==> src/rtl/key_debounce_if.sv <==
`default_nettype none
//============================================================================
// Module   : key_debounce_if
// Purpose  : Raw key pins in, debounced levels and event pulses out.
// Revision : 1.0 - initial release
//============================================================================
interface key_debounce_if #(
    parameter int NUM_KEYS = 2
);
    logic [NUM_KEYS-1:0] key_in;
    logic [NUM_KEYS-1:0] key_level;
    logic [NUM_KEYS-1:0] key_press;
    logic [NUM_KEYS-1:0] key_release;
    logic [NUM_KEYS-1:0] key_long;

    // master: drives the pins and consumes the events
    modport master (
        output key_in,
        input  key_level,
        input  key_press,
        input  key_release,
        input  key_long
    );

    // slave: the debouncer itself
    modport slave (
        input  key_in,
        output key_level,
        output key_press,
        output key_release,
        output key_long
    );
endinterface
`default_nettype wire

==> src/rtl/key_debounce.sv <==
`default_nettype none
//============================================================================
// Module   : key_debounce
// Purpose  : Per-key synchronizer, 4-state debounce FSM and long-press
//            detection. Define KEY_REPEAT_EN for auto-repeat key_press.
// Revision : 1.0 - initial release
//============================================================================
module key_debounce #(
    parameter int NUM_KEYS          = 2,
    parameter int DEBOUNCE_CYCLES   = 200,
    parameter int LONG_PRESS_CYCLES = 1000,
    parameter int ACTIVE_LOW        = 1,
    parameter int REPEAT_CYCLES     = 250
) (
    input  logic          clk,
    input  logic          rst,
    key_debounce_if.slave bus
);

    localparam int   c_DCNT_W   = $clog2(DEBOUNCE_CYCLES) + 1;
    localparam int   c_HCNT_W   = $clog2(LONG_PRESS_CYCLES) + 1;
    localparam logic c_RELEASED = (ACTIVE_LOW != 0);

    localparam logic [c_DCNT_W-1:0] c_DCNT_LAST = c_DCNT_W'(DEBOUNCE_CYCLES - 1);
    localparam logic [c_HCNT_W-1:0] c_HOLD_MAX  = c_HCNT_W'(LONG_PRESS_CYCLES);
    localparam logic [c_HCNT_W-1:0] c_HOLD_LAST = c_HCNT_W'(LONG_PRESS_CYCLES - 1);

`ifdef KEY_REPEAT_EN
    localparam int                  c_RCNT_W    = $clog2(REPEAT_CYCLES) + 1;
    localparam logic [c_RCNT_W-1:0] c_RCNT_LAST = c_RCNT_W'(REPEAT_CYCLES - 1);
`endif

    typedef enum logic [1:0] {
        S_IDLE         = 2'd0,
        S_PRESS_WAIT   = 2'd1,
        S_PRESSED      = 2'd2,
        S_RELEASE_WAIT = 2'd3
    } state_t;

    if (DEBOUNCE_CYCLES < 2 || DEBOUNCE_CYCLES > (1 << 24) ||
        LONG_PRESS_CYCLES <= DEBOUNCE_CYCLES || REPEAT_CYCLES < 1) begin : g_param_check
        $error("key_debounce: illegal parameter combination");
    end

    for (genvar g = 0; g < NUM_KEYS; g++) begin : g_key
        logic [1:0]          r_sync;
        logic                r_p;
        state_t              r_state;
        state_t              w_state_nx;
        logic [c_DCNT_W-1:0] r_dcnt;
        logic [c_DCNT_W-1:0] w_dcnt_nx;
        logic [c_HCNT_W-1:0] r_hcnt;
        logic [c_HCNT_W-1:0] w_hcnt_nx;
        logic                w_press;
        logic                w_release;
        logic                w_long;
        logic                r_level;
        logic                r_press;
        logic                r_release;
        logic                r_long;
`ifdef KEY_REPEAT_EN
        logic [c_RCNT_W-1:0] r_rcnt;
        logic [c_RCNT_W-1:0] w_rcnt_nx;
`endif

        // Synchronizer resets to the released pin level; r_p is 1 when pressed.
        always_ff @(posedge clk or posedge rst) begin
            if (rst) begin
                r_sync <= {2{c_RELEASED}};
                r_p    <= 1'b0;
            end else begin
                r_sync <= {r_sync[0], bus.key_in[g]};
                r_p    <= r_sync[1] ^ c_RELEASED;
            end
        end

        always_ff @(posedge clk or posedge rst) begin
            if (rst) begin
                r_state   <= S_IDLE;
                r_dcnt    <= '0;
                r_hcnt    <= '0;
                r_level   <= 1'b0;
                r_press   <= 1'b0;
                r_release <= 1'b0;
                r_long    <= 1'b0;
            end else begin
                r_state   <= w_state_nx;
                r_dcnt    <= w_dcnt_nx;
                r_hcnt    <= w_hcnt_nx;
                r_level   <= (w_state_nx == S_PRESSED) || (w_state_nx == S_RELEASE_WAIT);
                r_press   <= w_press;
                r_release <= w_release;
                r_long    <= w_long;
            end
        end

`ifdef KEY_REPEAT_EN
        always_ff @(posedge clk or posedge rst) begin
            if (rst) begin
                r_rcnt <= '0;
            end else begin
                r_rcnt <= w_rcnt_nx;
            end
        end
`endif

        always_comb begin
            w_state_nx = r_state;
            w_dcnt_nx  = r_dcnt;
            w_hcnt_nx  = r_hcnt;
            w_press    = 1'b0;
            w_release  = 1'b0;
            w_long     = 1'b0;
`ifdef KEY_REPEAT_EN
            w_rcnt_nx  = r_rcnt;
`endif
            unique case (r_state)
                S_IDLE: begin
                    if (r_p) begin
                        w_state_nx = S_PRESS_WAIT;
                        w_dcnt_nx  = c_DCNT_W'(1);
                    end
                end
                S_PRESS_WAIT: begin
                    if (!r_p) begin
                        w_state_nx = S_IDLE;
                        w_dcnt_nx  = '0;
                    end else if (r_dcnt == c_DCNT_LAST) begin
                        w_state_nx = S_PRESSED;
                        w_dcnt_nx  = '0;
                        w_hcnt_nx  = '0;
                        w_press    = 1'b1;
`ifdef KEY_REPEAT_EN
                        w_rcnt_nx  = '0;
`endif
                    end else begin
                        w_dcnt_nx = r_dcnt + 1'b1;
                    end
                end
                S_PRESSED: begin
                    if (!r_p) begin
                        w_state_nx = S_RELEASE_WAIT;
                        w_dcnt_nx  = c_DCNT_W'(1);
                    end else if (r_hcnt != c_HOLD_MAX) begin
                        w_hcnt_nx = r_hcnt + 1'b1;
                        w_long    = (r_hcnt == c_HOLD_LAST);
                    end
`ifdef KEY_REPEAT_EN
                    // Repeat counting starts only once the hold counter has saturated.
                    else if (r_rcnt == c_RCNT_LAST) begin
                        w_rcnt_nx = '0;
                        w_press   = 1'b1;
                    end else begin
                        w_rcnt_nx = r_rcnt + 1'b1;
                    end
`endif
                end
                S_RELEASE_WAIT: begin
                    // A short release glitch returns to PRESSED with hold/repeat frozen.
                    if (r_p) begin
                        w_state_nx = S_PRESSED;
                        w_dcnt_nx  = '0;
                    end else if (r_dcnt == c_DCNT_LAST) begin
                        w_state_nx = S_IDLE;
                        w_dcnt_nx  = '0;
                        w_release  = 1'b1;
                    end else begin
                        w_dcnt_nx = r_dcnt + 1'b1;
                    end
                end
                default: begin
                    w_state_nx = S_IDLE;
                end
            endcase
        end

        assign bus.key_level[g]   = r_level;
        assign bus.key_press[g]   = r_press;
        assign bus.key_release[g] = r_release;
        assign bus.key_long[g]    = r_long;
    end

endmodule
`default_nettype wire

==> src/flat_wrapper.sv <==
// flat-port wrapper written by rule: the top's interface ports become plain ports
module key_debounce_flat 
#(
    parameter int NUM_KEYS          = 2,
    parameter int DEBOUNCE_CYCLES   = 200,
    parameter int LONG_PRESS_CYCLES = 1000,
    parameter int ACTIVE_LOW        = 1,
    parameter int REPEAT_CYCLES     = 250
)
  (clk, rst, bus_key_in, bus_key_level, bus_key_press, bus_key_release, bus_key_long);
  key_debounce_if #(.NUM_KEYS(NUM_KEYS)) bus_i ();
  input  logic clk;
  input  logic rst;
  input wire logic [$bits(bus_i.key_in)-1:0] bus_key_in;
  output wire logic [$bits(bus_i.key_level)-1:0] bus_key_level;
  output wire logic [$bits(bus_i.key_press)-1:0] bus_key_press;
  output wire logic [$bits(bus_i.key_release)-1:0] bus_key_release;
  output wire logic [$bits(bus_i.key_long)-1:0] bus_key_long;
  assign bus_i.key_in = bus_key_in;
  assign bus_key_level = bus_i.key_level;
  assign bus_key_press = bus_i.key_press;
  assign bus_key_release = bus_i.key_release;
  assign bus_key_long = bus_i.key_long;
  key_debounce #(.NUM_KEYS(NUM_KEYS), .DEBOUNCE_CYCLES(DEBOUNCE_CYCLES), .LONG_PRESS_CYCLES(LONG_PRESS_CYCLES), .ACTIVE_LOW(ACTIVE_LOW), .REPEAT_CYCLES(REPEAT_CYCLES)) u_core (.clk(clk), .rst(rst), .bus(bus_i));
endmodule
==> config.mk <==
export PLATFORM = sky130hd
export DESIGN_NAME = key_debounce_flat
export DESIGN_NICKNAME = d
export VERILOG_FILES = /design/src/rtl/key_debounce_if.sv /design/src/rtl/key_debounce.sv /design/src/flat_wrapper.sv
export SDC_FILE = /design/constraint.sdc
export NUM_CORES = 1
export LEC_CHECK = 0
export CORE_ASPECT_RATIO = 0.9
export CORE_MARGIN = 2
export CORE_UTILIZATION = 61
export DETAILED_ROUTE_END_ITERATION = 6
export PLACE_DENSITY = 0.87
export SLEW_MARGIN = 10
export SYNTH_ARGS = -nofsm -noshare
export SYNTH_HDL_FRONTEND = slang
export SYNTH_SLANG_ARGS = --single-unit
==> constraint.sdc <==
create_clock -name clk -period 3 [get_ports clk]
set_clock_uncertainty 0.15 [all_clocks]
set_input_delay 0.9 -clock clk [delete_from_list [all_inputs] [get_ports clk]]
set_output_delay 0.9 -clock clk [all_outputs]
set_load 0.03 [all_outputs]
## Word level (Yosys, flattened, before mapping)

Index checks and enable logic that the tools add are counted.
Widths: inputs -> output; s select.

| cells by class | value |
|---|---|
| add/subtract/negate cells | 4 |
| $mul | 0 |
| divide/modulo/power cells | 0 |
| magnitude comparators | 0 |
| equality and inequality tests | 28 |
| shift-type cells | 0 |
| mux-type cells | 52 |
| bitwise logic cells | 2 |
| reductions and logical operators | 10 |

Operators with widths:

| cell | number |
|---|---|
| $mux 9 | 10 |
| $mux 11 | 8 |
| $pmux 9 s4 | 2 |
| $pmux 11 s2 | 2 |
| $mux 2 | 12 |
| $add 11x1->11 const B | 2 |
| $eq 11x10->1 const B | 2 |
| $ne 11x10->1 const B | 2 |
| $ne 2x1->1 const B | 10 |
| $add 9x1->9 const B | 2 |
| $eq 9x8->1 const B | 2 |
| $eq 2x2->1 const B | 8 |
| $mux 1 | 16 |
| $pmux 2 s4 | 2 |
| $reduce_and 5->1 | 2 |
| $eq 2x1->1 const B | 2 |
| $logic_not 2->1 | 2 |
| $ne 2x2->1 const B | 2 |
| $reduce_and 2->1 | 2 |
| $reduce_bool 2->1 | 2 |
| $logic_or 1x1->1 | 2 |
| $not 1->1 | 2 |

| storage, ports and cells | value |
|---|---|
| bits in registers | 58 |
| latch bits | 0 |
| memory bits (writable) | 0 |
| bits in read-only memories | 0 |
| input bits | 4 |
| output and inout bits | 8 |
| logic and storage cells | 114 |
| memories kept | 0 |

## Longest topological paths before layout

Gate-level depths: netlist of run 1.

| logic depth | value |
|---|---|
| depth in word-level cells | 6 |
| depth in mapped cells | 8 |
| gate-level depth less buffers | 6 |

## Worst setup path before layout of run 1

OpenSTA, ideal clock, no wires.

| timing path | value |
|---|---|
| path kind | register -> register |
| start | register u_core.g_key[0].r_state[1] |
| end | register u_core.g_key[0].r_hcnt[7] |
| setup time | 0.078 ns |
| arrival time | 1.948 ns |
| required time | 2.772 ns |
| slack | 0.823 ns |
| stages on the path, launching flop included | 7 |
| path buffers | 0 |
| clock period less this slack | 2.177 ns |
| cell sequence | dfrtp_1 inv_1 ha_1 nand3_1 nor3b_1 or4b_2 a21oi_1 |

| between the ends | value |
|---|---|
| word-level cells in the longest chain between the ends | 3 |
| elaborated cells between the ends (all ways) | 9 |
| those cells by class | eq/ne: 6; mux: 1; reduce/logical: 2 |

Ends and longest elaborated chain:

| what | RTL line | source |
|---|---|---|
| start, declared | key_debounce.sv:48 | `state_t r_state;` |
| start signal, assigned | key_debounce.sv:87 | `r_state <= w_state_nx;` |
| $eq 2x2->1 / $eq 2x1->1 (equally long branches) | key_debounce.sv:117 | `unique case (r_state)` |
| $ne 2x1->1 (no source line) / $reduce_bool 2->1 (equally long branches) | -- |  |
| $reduce_and 5->1 (no source line) | -- |  |
| end signal, assigned | key_debounce.sv:89 | `r_hcnt <= w_hcnt_nx;` |
| end, declared | key_debounce.sv:52 | `logic [c_HCNT_W-1:0] r_hcnt;` |

Several ways; a longest one is shown, not always the timed one.
A chain may end at the register's enable or synchronous reset.

## Worst setup path after layout of run 1

| timing path | value |
|---|---|
| start | register u_core.g_key[1].r_dcnt[1] |
| end | register u_core.g_key[1].r_hcnt[1] |

| between the ends | value |
|---|---|
| word-level cells in the longest chain between the ends | 3 |

Ends and longest elaborated chain:

| what | RTL line | source |
|---|---|---|
| start, declared | key_debounce.sv:50 | `logic [c_DCNT_W-1:0] r_dcnt;` |
| start signal, assigned | key_debounce.sv:88 | `r_dcnt <= w_dcnt_nx;` |
| $eq 9x8->1 | key_debounce.sv:128 | `end else if (r_dcnt == c_DCNT_LAST) begin` |
| $ne 2x1->1 (no source line) | -- |  |
| $reduce_and 5->1 (no source line) | -- |  |
| end signal, assigned | key_debounce.sv:89 |  |
| end, declared | key_debounce.sv:52 |  |

Every way passes these cells.

==> results of run 1 <==
## logic make-up after synthesis
family	after synthesis	synth area share
buf+inv	35	0.04985
mux	14	0.04376
fa+ha+maj	16	0.06088
compound gates	91	0.1792
xor+xnor	2	0.005328
flops	58	0.4429
simple gates	125	0.2180
## metrics by stage
| stage | area, um2 | total power [uW] | instances | utilization | setup WS, ns |
|---|---|---|---|---|---|
| after global placement | 3410 | 1412 | 403 | 0.6527 | 0.5831 |
| after floorplan | 3288 | 1310 | 341 | - | 0.5286 |
| after CTS | 3628 | 2243 | 419 | 0.6946 | 0.4603 |
| after detailed placement | 3410 | 1436 | 403 | 0.6527 | 0.4710 |
| after global routing | 3628 | 2372 | 419 | 0.6946 | 0.2706 |
| final | 3628 | 2232 | 419 | 0.6946 | 0.4637 |
## flip-flops by register name (all words and copies together) (netlist names)
| signal | cells |
|---|---|
| u_core.g_key.r_level | 2 |
| u_core.g_key.r_long | 2 |
| u_core.g_key.r_dcnt | 18 |
| u_core.g_key.r_p | 2 |
| u_core.g_key.r_press | 2 |
| u_core.g_key.r_release | 2 |
| u_core.g_key.r_hcnt | 22 |
| u_core.g_key.r_sync | 4 |
| u_core.g_key.r_state | 4 |
## cell type report
type,count,area [um2]
Clock buffer,11,141.4
Clock inverter,5,77.57
Fill cell,374,1595
Inverter,17,63.81
Multi-Input combinational cell,248,1668
Sequential cell,58,1456
Tap cell,67,83.83
Timing Repair Buffer,13,137.6
## synth_stat cells, drive strengths merged, types with 5 or more instances
library cell | instances | area share
a211oi | 5 | 0.011
a21o | 5 | 0.012
a21oi | 36 | 0.055
buf | 10 | 0.021
clkbuf | 8 | 0.0091
dfrtp | 54 | 0.41
ha | 16 | 0.061
inv | 17 | 0.019
mux2i | 11 | 0.033
nand2 | 30 | 0.034
nand2b | 6 | 0.011
nand3 | 18 | 0.027
nand4 | 6 | 0.011
nor2 | 16 | 0.018
nor3 | 6 | 0.0091
nor4 | 5 | 0.019
o21ai | 10 | 0.015
o31ai | 12 | 0.027
or3 | 6 | 0.011
or4 | 12 | 0.028
## critical path: cells and delay by family (launching register included)
family | cells | cell delay, ns
AND/OR/NAND/NOR | 1 | 0.32
AO/OA/AOI/OAI | 2 | 1.08
multiplexers | 1 | 0.18
flip-flops | 1 | 0.40
adder cells (fa/ha/maj) | 1 | 0.25
## layout by cell type (no fill, tap or decap), types with 4 or more instances in the layout
cell | Yosys | layout
sky130_fd_sc_hd__dfrtp_1 | 54 | 54
sky130_fd_sc_hd__a21oi_1 | 36 | 36
sky130_fd_sc_hd__nand2_1 | 30 | 30
sky130_fd_sc_hd__nand3_1 | 18 | 18
sky130_fd_sc_hd__nor2_1 | 16 | 16
sky130_fd_sc_hd__inv_1 | 17 | 16
sky130_fd_sc_hd__ha_1 | 16 | 16
sky130_fd_sc_hd__o31ai_1 | 12 | 12
sky130_fd_sc_hd__mux2i_1 | 11 | 11
sky130_fd_sc_hd__or4_1 | 11 | 11
sky130_fd_sc_hd__clkdlybuf4s50_1 | 0 | 11
sky130_fd_sc_hd__o21ai_0 | 10 | 10
sky130_fd_sc_hd__clkbuf_8 | 0 | 10
sky130_fd_sc_hd__nor3_1 | 6 | 6
sky130_fd_sc_hd__nand4_1 | 6 | 6
sky130_fd_sc_hd__or3_1 | 6 | 6
sky130_fd_sc_hd__nand2b_1 | 6 | 6
sky130_fd_sc_hd__a211oi_1 | 5 | 5
sky130_fd_sc_hd__a21o_1 | 4 | 4
sky130_fd_sc_hd__o41ai_1 | 4 | 4
sky130_fd_sc_hd__o32ai_1 | 4 | 4
sky130_fd_sc_hd__dfstp_2 | 4 | 4
## how the worst min path moves through the flow
stage / from / endpoint / slack (ns)
6_report: u_core.g_key[1].r_sync[0] / u_core.g_key[1].r_sync[1] / 0.21
5_1_grt: u_core.g_key[1].r_sync[0] / u_core.g_key[1].r_sync[1] / 0.21
4_1_cts: u_core.g_key[1].r_sync[0] / u_core.g_key[1].r_sync[1] / 0.21
3_5_place_dp: u_core.g_key[1].r_sync[0] / u_core.g_key[1].r_sync[1] / 0.20
3_3_place_gp: u_core.g_key[1].r_sync[0] / u_core.g_key[1].r_sync[1] / 0.20
2_1_floorplan: u_core.g_key[0].r_sync[0] / u_core.g_key[0].r_sync[1] / 0.20
## routing by layer
layer,vias to the layer above,global-route usage,share of wire
met4,0,0.1036,0.0094
li1,1281,-,-
met5,-,0,0
met2,73,0.3916,0.49
met3,7,0.08354,0.048
met1,1280,0.3028,0.45
## power by group through the flow
| stage | clock [uW] | sequential, uW | combinational [uW] |
|---|---|---|---|
| after floorplan | 0 | 878 | 432 |
| after CTS | 819 | 877 | 548 |
| after global routing | 861 | 884 | 627 |
| after global placement | 0 | 889 | 523 |
| final | 801 | 878 | 552 |
| after detailed placement | 0 | 891 | 545 |
==> reports/summary.txt, run 1 <==
Die Height = 73.65 um
Setup bufs post-CTS = 0
Post-synthesis sequential area ratio = 0.4429
RSZ-0062 raised after global routing = false
DPL Wire Length = 4355 um
Area of the core = 5224 um2
Areal power density over the cells = 615.1 nW/um2
Maximum capacitance violations = 0
Cell-by-cell listing of the critical path = ha_1 -> and4_1 -> a21boi_1 -> a311oi_1 -> mux2i_1
Mean number of vias per cell = 6.303
Cell Rows = 25
Launching element of the worst setup path = u_core.g_key[1].r_dcnt[1]
Main synth FF type = sky130_fd_sc_hd__dfrtp_1
Actual transition at the worst max-transition pin = 1.094 ns
Internal power = 1503 uW
Mapped Cells = 341
VDD IR max = 0.3138 mV
Number of failing hold endpoints at the final stage = 0
Worst reg2reg path startpoint = u_core.g_key[1].r_dcnt[1]
Number of buffers inserted during clock tree synthesis = 9
Fraction of power consumed by sequential logic = 0.394
Post-route DRC violation count = 0
Worst skew pair latency = 0.35 ns
H-tree depth = 3
Proportion of synthesized flip-flops having asynchronous set or reset = 1.000
Net count after synthesis = 361
Worst flop-to-flop path endpoint = u_core.g_key[1].r_hcnt[1]
Worst slew margin relative to its limit = 0.2694
Count of cells resized by post-cts repair = 0
Total via count after detailed routing = 2641
CTS Hold Bufs = 0
PortBufs = 11
Grt ovf = 0
Setup crit start kind = register
# clock sinks = 58
Count of cell types in the netlist = 51
Clock-pin slew on the worst setup and hold paths = 0.07 ns
Global-route wire length before repair = 11180 um
Largest fanout on the critical path = 19
Capture point of the critical path = u_core.g_key[1].r_hcnt[1]
R2R depth = 5
Maximum clock frequency = 0.3943 GHz
Crit-path max cell delay = 0.85 ns
Clock Power Share = 0.359
Post-detailed-routing wire length = 6489 um
Synth warn = 0
Setup violations, final = 0
Synthesized area = 3288 um2
Total leakage power = 0.001479 uW
Number of global-route vias before repair = 2517
Drt pass-1 iters = 4
Number of diodes = 0
Net Sw Power = 729.3 uW
Clock tree from TritonCTS = built
CP Capture Type = register
Final period demand of the worst path = 2.536 ns
Overall Global Routing Usage = 0.2449
Final layout net count = 367
CTS Buffer Depth = 2
Clk Tree Root Cell = sky130_fd_sc_hd__clkbuf_8
Hold Slack = 0.2061 ns
EDFF count, synth = 0
Final-report max-slew violation count = 0
Routed Antenna Nets = 0
Worst hold stages = 0
Area enclosed by the die boundary = 5994 um2
Number of antenna violations at the first check in global routing = 0
Accumulated negative setup slack = 0 ns
Total of flip-flops plus latches after synthesis = 58
Power share of the combinational group = 0.247
Path category of the worst min-delay check = reg2reg
Required time of the critical path = 3.05 ns
Arr. time, crit path = 2.59 ns
Die Span X = 81.39 um
Initial core utilization = 0.6295
R2R setup slack = 0.46 ns
Switching Fraction = 0.3268
Cell with the largest stage delay on the worst path = sky130_fd_sc_hd__a21boi_1
Maximum number of pins on one net before global-route repair = 59
Layout area overhead = 10.35%
Violation count after the first detailed-routing iteration = 188
Status = finished, final reports clean
Top Ports = 12
Mapped Avg Cell Area = 9.643 um2
Post-route clock period utilization = 0.8454
Share of final-layout standard cells stronger than drive strength 1 = 0.09659
Startpoint-to-endpoint class of the critical path = reg2reg
Final RePlAce weighted congestion = 0.8368
Routed WL per cell = 15.49 um
Power figures use the tool's default switching activity.
==> inputs of run 2 (changes only) <==
==> constraint.sdc (replaced) <==
create_clock -name clk -period 2.4 [get_ports clk]
set_clock_uncertainty 0.15 [all_clocks]
set_input_delay 0.72 -clock clk [delete_from_list [all_inputs] [get_ports clk]]
set_output_delay 0.72 -clock clk [all_outputs]
set_load 0.03 [all_outputs]
==> run 2 against run 1 <==
- maximum frequency is 14% higher
- register-to-register slack worse by 0.29 ns
- cell count is 2.9% higher
- hold slack worse by 0.00099 ns
- utilization is 1.4 points higher
- combinational power is 38% higher
- clock power is 4.4% higher
- setup slack worse by 0.29 ns
- via count hardly changed
- sequential share of layout area is 0.81 points lower
- die area stayed put
==> reports/summary.txt, run 2 (same netlist as run 1, synthesis figures left out) <==
Path category of the worst min-delay check = reg2reg
Grt ovf = 0 (unchanged)
Layout area overhead = 12.63%
Area of the core = 5224 um2 (unchanged)
Final period demand of the worst path = 2.231 ns (-0.3057 ns)
Final layout net count = 379 (+3.3%)
Maximum clock frequency = 0.4483 GHz (+14%)
# clock sinks = 58 (unchanged)
Final RePlAce weighted congestion = 0.8783 (+5.0%)
Required time of the critical path = 2.48 ns (-0.57 ns)
H-tree depth = 3 (unchanged)
Die Span X = 81.39 um (unchanged)
Top library cells by usage in the layout, fill and taps aside = sky130_fd_sc_hd__dfrtp_1 (54), sky130_fd_sc_hd__a21oi_1 (36), sky130_fd_sc_hd__nand2_1 (30)
Cell Rows = 25 (unchanged)
Clock-pin slew on the worst setup and hold paths = 0.06 ns (about the same)
Largest registers in the final layout = u_core.g_key.r_hcnt (22), u_core.g_key.r_dcnt (18)
Setup violations, final = 0 (unchanged)
Setup crit start kind = register
Overall Global Routing Usage = 0.2559 (+0.01098)
Worst slew margin relative to its limit = 0.5945 (+0.3251)
PortBufs = 11 (unchanged)
Clock tree from TritonCTS = built
Count of filler cells inserted in the layout = 392 (+4.8%)
Top Ports = 12 (unchanged)
Hold Crit Start = u_core.g_key[1].r_sync[0]
CTS Hold Bufs = 0 (unchanged)
Status = finished, final reports clean
RSZ-0062 raised after global routing = false
Maximum number of pins on one net before global-route repair = 37 (-37%)
Number of buffers inserted during clock tree synthesis = 9 (unchanged)
Worst flop-to-flop path endpoint = u_core.g_key[1].r_dcnt[7]
PnR Total Power = 2703 uW (+21%)
Worst skew pair latency = 0.35 ns (about the same)
Post-detailed-routing wire length = 6688 um (+3.1%)
VDD IR max = 0.5868 mV (+87%)
Initial core utilization = 0.6295 (unchanged)
Setup bufs post-CTS = 0 (unchanged)
Worst reg2reg path startpoint = u_core.g_key[1].r_state[0]
Largest register by flop count = u_core.g_key.r_hcnt
Number of global-route vias before repair = 2497 (-0.79%)
Routed Antenna Nets = 0 (unchanged)
CP Capture Type = register
Final cell count without fillers = 431 (+2.9%)
Multi-input gate area in the final layout = 1689 um2 (+1.3%)
Startpoint-to-endpoint class of the critical path = reg2reg
R2R setup slack = 0.17 ns (-0.29 ns)
Hold Path End = u_core.g_key[1].r_sync[1]
Areal power density over the cells = 729.7 nW/um2 (+19%)
Setup slack after layout = 0.1693 ns (-0.2943 ns)
Arr. time, crit path = 2.31 ns (-0.28 ns)
Total via count after detailed routing = 2640 (-0.038%)
Die Height = 73.65 um (unchanged)
Mean number of vias per cell = 6.125 (-2.8%)
Worst hold stages = 0 (unchanged)
Number of antenna violations at the first check in global routing = 0 (unchanged)
Drt pass-1 iters = 4 (unchanged)
Maximum capacitance violations = 0 (unchanged)
Largest register FFs = 22 (unchanged)
Post-route DRC violation count = 0 (unchanged)
Number of diodes = 0 (unchanged)
R2R depth = 6 (+1)
CTS Buffer Depth = 2 (unchanged)
Share of final-layout standard cells stronger than drive strength 1 = 0.1374 (+0.04077)
Routed WL per cell = 15.52 um (+0.20%)
Actual transition at the worst max-transition pin = 0.6082 ns (-0.4853 ns)
Area enclosed by the die boundary = 5994 um2 (unchanged)
Cell Count Post-Placement = 415 (+3.0%)
Clk Tree Root Cell = sky130_fd_sc_hd__clkbuf_8
DPL Wire Length = 4678 um (+7.4%)
Accumulated negative setup slack = 0 ns (unchanged)
FF/Latch Area = 1456 um2 (unchanged)
Largest fanout on the critical path = 14 (-5)
Post-route clock period utilization = 0.9294 (+0.08400)
Final-report max-slew violation count = 0 (unchanged)
Pre-CTS setup slack = 0.08621 ns (-0.3848 ns)
Global-route wire length before repair = 11640 um (+4.1%)
Total leakage power = 0.001526 uW (+3.2%)
Leading cell type in the layout, fill and taps excluded = sky130_fd_sc_hd__dfrtp_1
Number of failing hold endpoints at the final stage = 0 (unchanged)
Violation count after the first detailed-routing iteration = 138 (-27%)
run 2: cell count changes in the layout (fill, tap and decap cells not counted), sizes merged:
cell,change
clkinvlp,-1
clkbuf,+3
bufinv,-2
buf,+12
run 2: layout make-up:
cell class / instances / share of cell area
Tap cell: 67 / 0.02264
Clock inverter: 2 / 0.002703
Sequential cell: 58 / 0.3932
Timing Repair Buffer: 25 / 0.06149
Multi-Input combinational cell: 248 / 0.4561
Clock buffer: 14 / 0.04662
Inverter: 17 / 0.01723
run 2: report_power, final:
group | total [uW] | switching [uW] | internal [uW]
sequential | 1100 | 65.9 | 1040
clock | 836 | 380 | 457
combinational | 764 | 480 | 284
run 2: per-layer routing:
layer  wire, um  vias up  GRT usage
met5          0        -          0
met1       2970     1257     0.3256
met3        313       10    0.09337
li1           -     1301          -
met2       3324       72     0.4107
met4         80        0    0.07345
run 2: what timing repair did:
action	CTS	global route
setup endpoints to repair	0	7
gates resized for setup	0	5
hold endpoints to repair	0	0
run 2: worst max path at each step:
stage,slack (ns),to,cells after the start,startpoint
after floorplan,0.11,u_core.g_key[0].r_dcnt[0],1,rst
after global placement,0.22,u_core.g_key[0].r_hcnt[7],6,u_core.g_key[0].r_state[0]
after detailed placement,0.09,u_core.g_key[1].r_hcnt[4],6,u_core.g_key[1].r_state[0]
after CTS,0.07,u_core.g_key[0].r_hcnt[9],6,u_core.g_key[0].r_state[0]
after global routing,0.03,u_core.g_key[0].r_hcnt[8],6,u_core.g_key[0].r_dcnt[0]
final,0.17,u_core.g_key[1].r_dcnt[7],6,u_core.g_key[1].r_state[0]
run 2: stage by stage:
| stage | hold slack (ns) | util | instance area (um2) |
|---|---|---|---|
| floorplan | 0.1952 | - | 3288 |
| global placement | 0.1974 | 0.6699 | 3500 |
| detailed placement | 0.1978 | 0.6699 | 3500 |
| CTS | 0.2085 | 0.7049 | 3682 |
| global route | 0.2124 | 0.7090 | 3704 |
| finish | 0.2052 | 0.7090 | 3704 |
run 2: critical path, stage by stage (launching register included):
cell and delay, ns:
sky130_fd_sc_hd__dfrtp_1 0.40, sky130_fd_sc_hd__inv_1 0.11, sky130_fd_sc_hd__ha_1 0.29, sky130_fd_sc_hd__mux2_2 0.41, sky130_fd_sc_hd__or3_1 0.42, sky130_fd_sc_hd__a21o_1 0.18
sky130_fd_sc_hd__a21o_1 0.17
